### src/rtl/ddr2_dqs_wr_gen_if.sv
// Handshake and pad-drive bundle between the write data path and the DQS strobe sequencer.
// The sequencer is the slave; the requester (controller or bench) is the master.
interface ddr2_dqs_wr_gen_if;
  logic       wr_start;
  logic       bl8;
  logic       wr_ready;
  logic       dqs_a;
  logic       dqs_ts;
  logic       dq_oe;
  logic [2:0] beat_idx;
  logic       burst_done;

  modport master (
    output wr_start, bl8,
    input  wr_ready, dqs_a, dqs_ts, dq_oe, beat_idx, burst_done
  );

  modport slave (
    input  wr_start, bl8,
    output wr_ready, dqs_a, dqs_ts, dq_oe, beat_idx, burst_done
  );
endinterface

### src/rtl/ddr2_dqs_wr_gen.sv
// DDR2 write-strobe sequencer: preamble, 4/8 toggle beats, postamble, then high-Z.
// Drives the DQS pad A/TS inputs and the matching DQ output-enable window.
module ddr2_dqs_wr_gen #(
  parameter int PRE_CYC  = 2,
  parameter int POST_CYC = 1
) (
  input  logic               clk,
  input  logic               reset,
  ddr2_dqs_wr_gen_if.slave   bus
);

  typedef enum logic [1:0] {
    IDLE   = 2'd0,
    PRE    = 2'd1,
    TOGGLE = 2'd2,
    POST   = 2'd3
  } state_t;

  localparam logic [3:0] PRE_LOAD  = 4'(PRE_CYC - 1);
  localparam logic [3:0] POST_LOAD = 4'(POST_CYC - 1);
  localparam logic [3:0] BL8_LAST  = 4'd7;
  localparam logic [3:0] BL4_LAST  = 4'd3;

  if (PRE_CYC < 1 || PRE_CYC > 15) begin : g_bad_pre
    $error("PRE_CYC must be in 1..15");
  end
  if (POST_CYC < 1 || POST_CYC > 15) begin : g_bad_post
    $error("POST_CYC must be in 1..15");
  end

  state_t     state;
  logic [3:0] cnt;
  logic       bl_r;
  logic [2:0] beat_q;
  logic       dqs_a_q;
  logic       dqs_ts_q;
  logic       dq_oe_q;
  logic       done_q;

  // In TOGGLE, cnt counts remaining beats, so cnt==0 marks the last beat.
  assign bus.wr_ready   = (state == IDLE) | ((state == TOGGLE) & (cnt == 4'd0));
  assign bus.dqs_a      = dqs_a_q;
  assign bus.dqs_ts     = dqs_ts_q;
  assign bus.dq_oe      = dq_oe_q;
  assign bus.beat_idx   = beat_q;
  assign bus.burst_done = done_q;

  // NOTE: sequential state uses non-blocking assignments so every register
  // samples pre-edge values; blocking here would chain updates within one edge.
  // NOTE: the reset is asynchronous so the pad drops TS without waiting for a clock.
  always_ff @(posedge clk or posedge reset) begin
    if (reset) begin
      state    <= IDLE;
      cnt      <= '0;
      bl_r     <= 1'b0;
      beat_q   <= '0;
      dqs_a_q  <= 1'b0;
      dqs_ts_q <= 1'b0;
      dq_oe_q  <= 1'b0;
      done_q   <= 1'b0;
    end else begin
      case (state)
        IDLE: begin
          if (bus.wr_start) begin
            state    <= PRE;
            bl_r     <= bus.bl8;
            cnt      <= PRE_LOAD;
            dqs_ts_q <= 1'b1;
            dqs_a_q  <= 1'b0;
          end
        end

        PRE: begin
          if (cnt == 4'd0) begin
            state   <= TOGGLE;
            cnt     <= bl_r ? BL8_LAST : BL4_LAST;
            beat_q  <= '0;
            dqs_a_q <= 1'b1;
            dq_oe_q <= 1'b1;
            done_q  <= 1'b0;
          end else begin
            cnt <= cnt - 4'd1;
          end
        end

        TOGGLE: begin
          if (cnt == 4'd0) begin
            if (bus.wr_start) begin
              // Gapless chain: next burst starts toggling on the very next beat.
              bl_r    <= bus.bl8;
              cnt     <= bus.bl8 ? BL8_LAST : BL4_LAST;
              beat_q  <= '0;
              dqs_a_q <= 1'b1;
              done_q  <= 1'b0;
            end else begin
              state   <= POST;
              cnt     <= POST_LOAD;
              beat_q  <= '0;
              dqs_a_q <= 1'b0;
              dq_oe_q <= 1'b0;
              done_q  <= 1'b0;
            end
          end else begin
            cnt     <= cnt - 4'd1;
            beat_q  <= beat_q + 3'd1;
            dqs_a_q <= ~dqs_a_q;
            done_q  <= (cnt == 4'd1);
          end
        end

        POST: begin
          if (cnt == 4'd0) begin
            state    <= IDLE;
            dqs_ts_q <= 1'b0;
          end else begin
            cnt <= cnt - 4'd1;
          end
        end

        default: state <= IDLE;
      endcase
    end
  end

endmodule
### src/flat_wrapper.sv
// flat-port wrapper written by rule: the top's interface ports become plain ports
module ddr2_dqs_wr_gen_flat 
#(
  parameter int PRE_CYC  = 2,
  parameter int POST_CYC = 1
)
  (clk, reset, bus_wr_start, bus_bl8, bus_wr_ready, bus_dqs_a, bus_dqs_ts, bus_dq_oe, bus_beat_idx, bus_burst_done);
  ddr2_dqs_wr_gen_if bus_i ();
  input  logic clk;
  input  logic reset;
  input wire logic [$bits(bus_i.wr_start)-1:0] bus_wr_start;
  input wire logic [$bits(bus_i.bl8)-1:0] bus_bl8;
  output wire logic [$bits(bus_i.wr_ready)-1:0] bus_wr_ready;
  output wire logic [$bits(bus_i.dqs_a)-1:0] bus_dqs_a;
  output wire logic [$bits(bus_i.dqs_ts)-1:0] bus_dqs_ts;
  output wire logic [$bits(bus_i.dq_oe)-1:0] bus_dq_oe;
  output wire logic [$bits(bus_i.beat_idx)-1:0] bus_beat_idx;
  output wire logic [$bits(bus_i.burst_done)-1:0] bus_burst_done;
  assign bus_i.wr_start = bus_wr_start;
  assign bus_i.bl8 = bus_bl8;
  assign bus_wr_ready = bus_i.wr_ready;
  assign bus_dqs_a = bus_i.dqs_a;
  assign bus_dqs_ts = bus_i.dqs_ts;
  assign bus_dq_oe = bus_i.dq_oe;
  assign bus_beat_idx = bus_i.beat_idx;
  assign bus_burst_done = bus_i.burst_done;
  ddr2_dqs_wr_gen #(.PRE_CYC(PRE_CYC), .POST_CYC(POST_CYC)) u_core (.clk(clk), .reset(reset), .bus(bus_i));
endmodule
### config.mk
export PLATFORM = sky130hd
export DESIGN_NAME = ddr2_dqs_wr_gen_flat
export DESIGN_NICKNAME = d
export VERILOG_FILES = /design/src/rtl/ddr2_dqs_wr_gen_if.sv /design/src/rtl/ddr2_dqs_wr_gen.sv /design/src/flat_wrapper.sv
export SDC_FILE = /design/constraint.sdc
export NUM_CORES = 1
export LEC_CHECK = 0
export CELL_PAD_IN_SITES_DETAIL_PLACEMENT = 1
export CELL_PAD_IN_SITES_GLOBAL_PLACEMENT = 2
export CORE_MARGIN = 4
export CORE_UTILIZATION = 25
export CTS_CLUSTER_DIAMETER = 150
export DETAILED_ROUTE_END_ITERATION = 6
export PLACE_DENSITY = 0.72
export REMOVE_ABC_BUFFERS = 1
export SKIP_CTS_REPAIR_TIMING = 1
export SYNTH_ARGS = -nofsm -noshare
export SYNTH_HDL_FRONTEND = slang
export SYNTH_SLANG_ARGS = --single-unit
export TNS_END_PERCENT = 30
### constraint.sdc
create_clock -name clk -period 3.9 [get_ports clk]
set_input_delay 0.78 -clock clk [delete_from_list [all_inputs] [get_ports clk]]
set_output_delay 0.78 -clock clk [all_outputs]
set_load 0.05 [all_outputs]
==> impl_metrics.tcl <==
set metrics [dict create \
    r2r_start "u_core.cnt[0]$_DFFE_PP0P_" \
    synthArstFlopShare_pct 100 \
    synthToLayoutAreaGrowth_pct 23.0 \
    num_vias 806 \
    start_util_pct 26.9 \
    yosys-top-cells-area "dfrtp_1 38%, ha_1 12%, a21oi_1 4.3%, o21ai_0 3.8%, nand2_1 3.6%" \
    grt_overflow 0 \
    worst_ep_required_time_ps 3120 \
    grt_max_degree 16 \
    yosys.area.top_type_share_pct 37.6 \
    port_buffers 11 \
    rsz0062_at_grt "no" \
    dp.final_hpwl_mm 1.81 \
    hp-class "register to register" \
    synth_compound_area_share_pct 23.8 \
    htreeDepth 1 \
    fillers 416 \
    synth_edf_count 0 \
    gp_routability_congestion 0.731 \
    drt-total-wl_mm 2.45 \
    dieHeight_um 69.1 \
    cts-root-buf "clkbuf_8" \
    reg2reg_slack_ps 1760 \
    synth_top_family_by_area "compound AO/OA/AOI/OAI gates" \
    syn_inst 102 \
    die_w_um 69.1 \
    clockBufferDepth 2 \
    maxSlewHeadroom_pct 60.5 \
    fin_crit_ps 3010 \
    vias_per_cell 5.04 \
    cts.clk_slew.worst_paths_ps 70 \
    regArea_sq_um 350 \
    clk_latency_ps 250 \
    fin_util_pct 33.0 \
    min_to "u_core.bl_r$_DFFE_PP0P_" \
    synthTopCellsByCount "14 x dfrtp_1, 9 x ha_1, 9 x nand2_1" \
    cts_tree "yes" \
    wl_per_cell_um 15.3 \
    status "complete, no violations" \
    seq_area_frac_synth_pct 37.6 \
    synth_cell_types 33 \
    rows 21 \
    diodes 0 \
    cp-start-kind "register" \
    finalClockSkew_ps 1.74 \
    syn_area_sq_um 932 \
    grt_pass1_vias 884 \
    min_path_cells 1 \
    setup_viol 0 \
    fmax_mhz 333 \
    tns_ps 0 \
    criticalPathCategory "register to output port" \
    synth-adder-area-share_pct 12.1 \
    ys_ff_latch 14 \
    grtUsageTotal_pct 11.1 \
    yosysTopAreaCell "dfrtp_1" \
    synthFlopType "dfrtp_1" \
    finalHoldViolations 0 \
    drc 0 \
    multiInputGateArea_sq_um 539 \
    ant_nets 0 \
    arrival_ps 2230 \
    layout-drive-gt1-share_pct 7.89 \
    cap_viol_max_count 0 \
    cts_buffers 3 \
    yosys.area_share.simple_pct 17.4 \
    regToRegEndpoint "u_core.bus.dqs_a$_DFFE_PP0P_" \
    end_kind "output port" \
    muxShareOfSynthArea_pct 3.62 \
    drt_first_iter_violations 29 \
    min_from "u_core.bl_r$_DFFE_PP0P_" \
    rr_worst_depth 6 \
    numClockSinks 14 \
    synth.most_common_cell "dfrtp_1" \
    grt_pass1_wl_mm 4.35 \
    cp_max_fo 9 \
    nets 128 \
    drv_slew 0 \
    die_area_sq_um 4770 \
    core-area_sq_um 3470 \
    dr.pass1.iters 4 \
    synth.avg_cell_area_sq_um 9.14 \
    antenna_found_initial 0 \
    ys_warn_count 0 \
    io_pins 12 \
    synth_xor_area_share_pct 0.940 \
    worst-slew-pin-transition_ps 592 \
    period_share_pct 77.1 \
]
## final cells by class
cell class | instances | share of cell area (%)
inverters | 7 | 2.29
repair buffers | 12 | 10.3
well taps | 46 | 5.02
multi-input cells | 77 | 47.1
clock buffers | 4 | 4.80
flip-flops and latches | 14 | 30.6
## placed cells by master, fill, tap and decap left out, types with 3 or more instances in the layout
cell / netlist / final
o21ai_0: 7 / 7
inv_1: 7 / 7
clkbuf_8: 0 / 4
ha_1: 9 / 9
nor2_1: 6 / 6
nor3_1: 4 / 4
nand2_1: 9 / 9
a22o_1: 3 / 3
nor2b_1: 4 / 4
clkdlybuf4s50_1: 0 / 11
dfrtp_1: 14 / 14
a21oi_1: 8 / 8
o22ai_1: 3 / 3
## cell families after synthesis
| group | after synthesis |
|---|---|
| multiplexers | 3 |
| AND/OR/NAND/NOR | 31 |
| flip-flops | 14 |
| buffers and inverters | 11 |
| XOR/XNOR | 1 |
| adder cells (fa/ha/maj) | 9 |
| AO/OA/AOI/OAI | 33 |
## critical path, stage by stage, from the launching register on
cell and delay (ps):
dfrtp_1 400, inv_1 120, ha_1 190, nor3b_2 160, buf_4 190, a21o_1 130, clkdlybuf4s50_1 800
## metal layers
layer / vias up / GRT usage (%) / part of all wire [%]
met5: - / 0 / 0
met4: 0 / 2.17 / 0
met3: 0 / 3.20 / 3.7
met2: 18 / 18.0 / 48
met1: 394 / 14.6 / 48
li1: 394 / - / -
## stage by stage
| stage | cells | hold WS [ps] | area, sq um | setup slack (ps) |
|---|---|---|---|---|
| 6_report | 160 | 514 | 1150 | 894 |
| 5_1_grt | 160 | 545 | 1150 | 748 |
| 4_1_cts | 160 | 514 | 1150 | 874 |
| 3_5_place_dp | 156 | 504 | 1090 | 1170 |
| 3_3_place_gp | 156 | 488 | 1090 | 1200 |
| 2_1_floorplan | 98 | 465 | 916 | 1680 |
## how the worst max path moves through the flow
stage                                          from           end  slack, ps  cells past startpoint
after floorplan           u_core.cnt[0]$_DFFE_PP0P_  bus_wr_ready       1680                      4
after global placement    u_core.cnt[0]$_DFFE_PP0P_  bus_wr_ready       1200                      6
after detailed placement  u_core.cnt[0]$_DFFE_PP0P_  bus_wr_ready       1170                      6
after CTS                 u_core.cnt[0]$_DFFE_PP0P_  bus_wr_ready        870                      6
after global routing      u_core.cnt[0]$_DFFE_PP0P_  bus_wr_ready        750                      6
final                     u_core.cnt[0]$_DFFE_PP0P_  bus_wr_ready        890                      6
## flip-flops by register name, summed over array words and instances (netlist names)
name and flops:
u_core.state 2, u_core.bus.dq_oe 1, u_core.bus.burst_done 1, u_core.bus.dqs_a 1, u_core.bus.beat_idx 3, u_core.bl_r 1
u_core.cnt 4, u_core.bus.dqs_ts 1
Power is not shown: default switching activity piles up to over one toggle a cycle in this logic, so the estimate is an artifact.
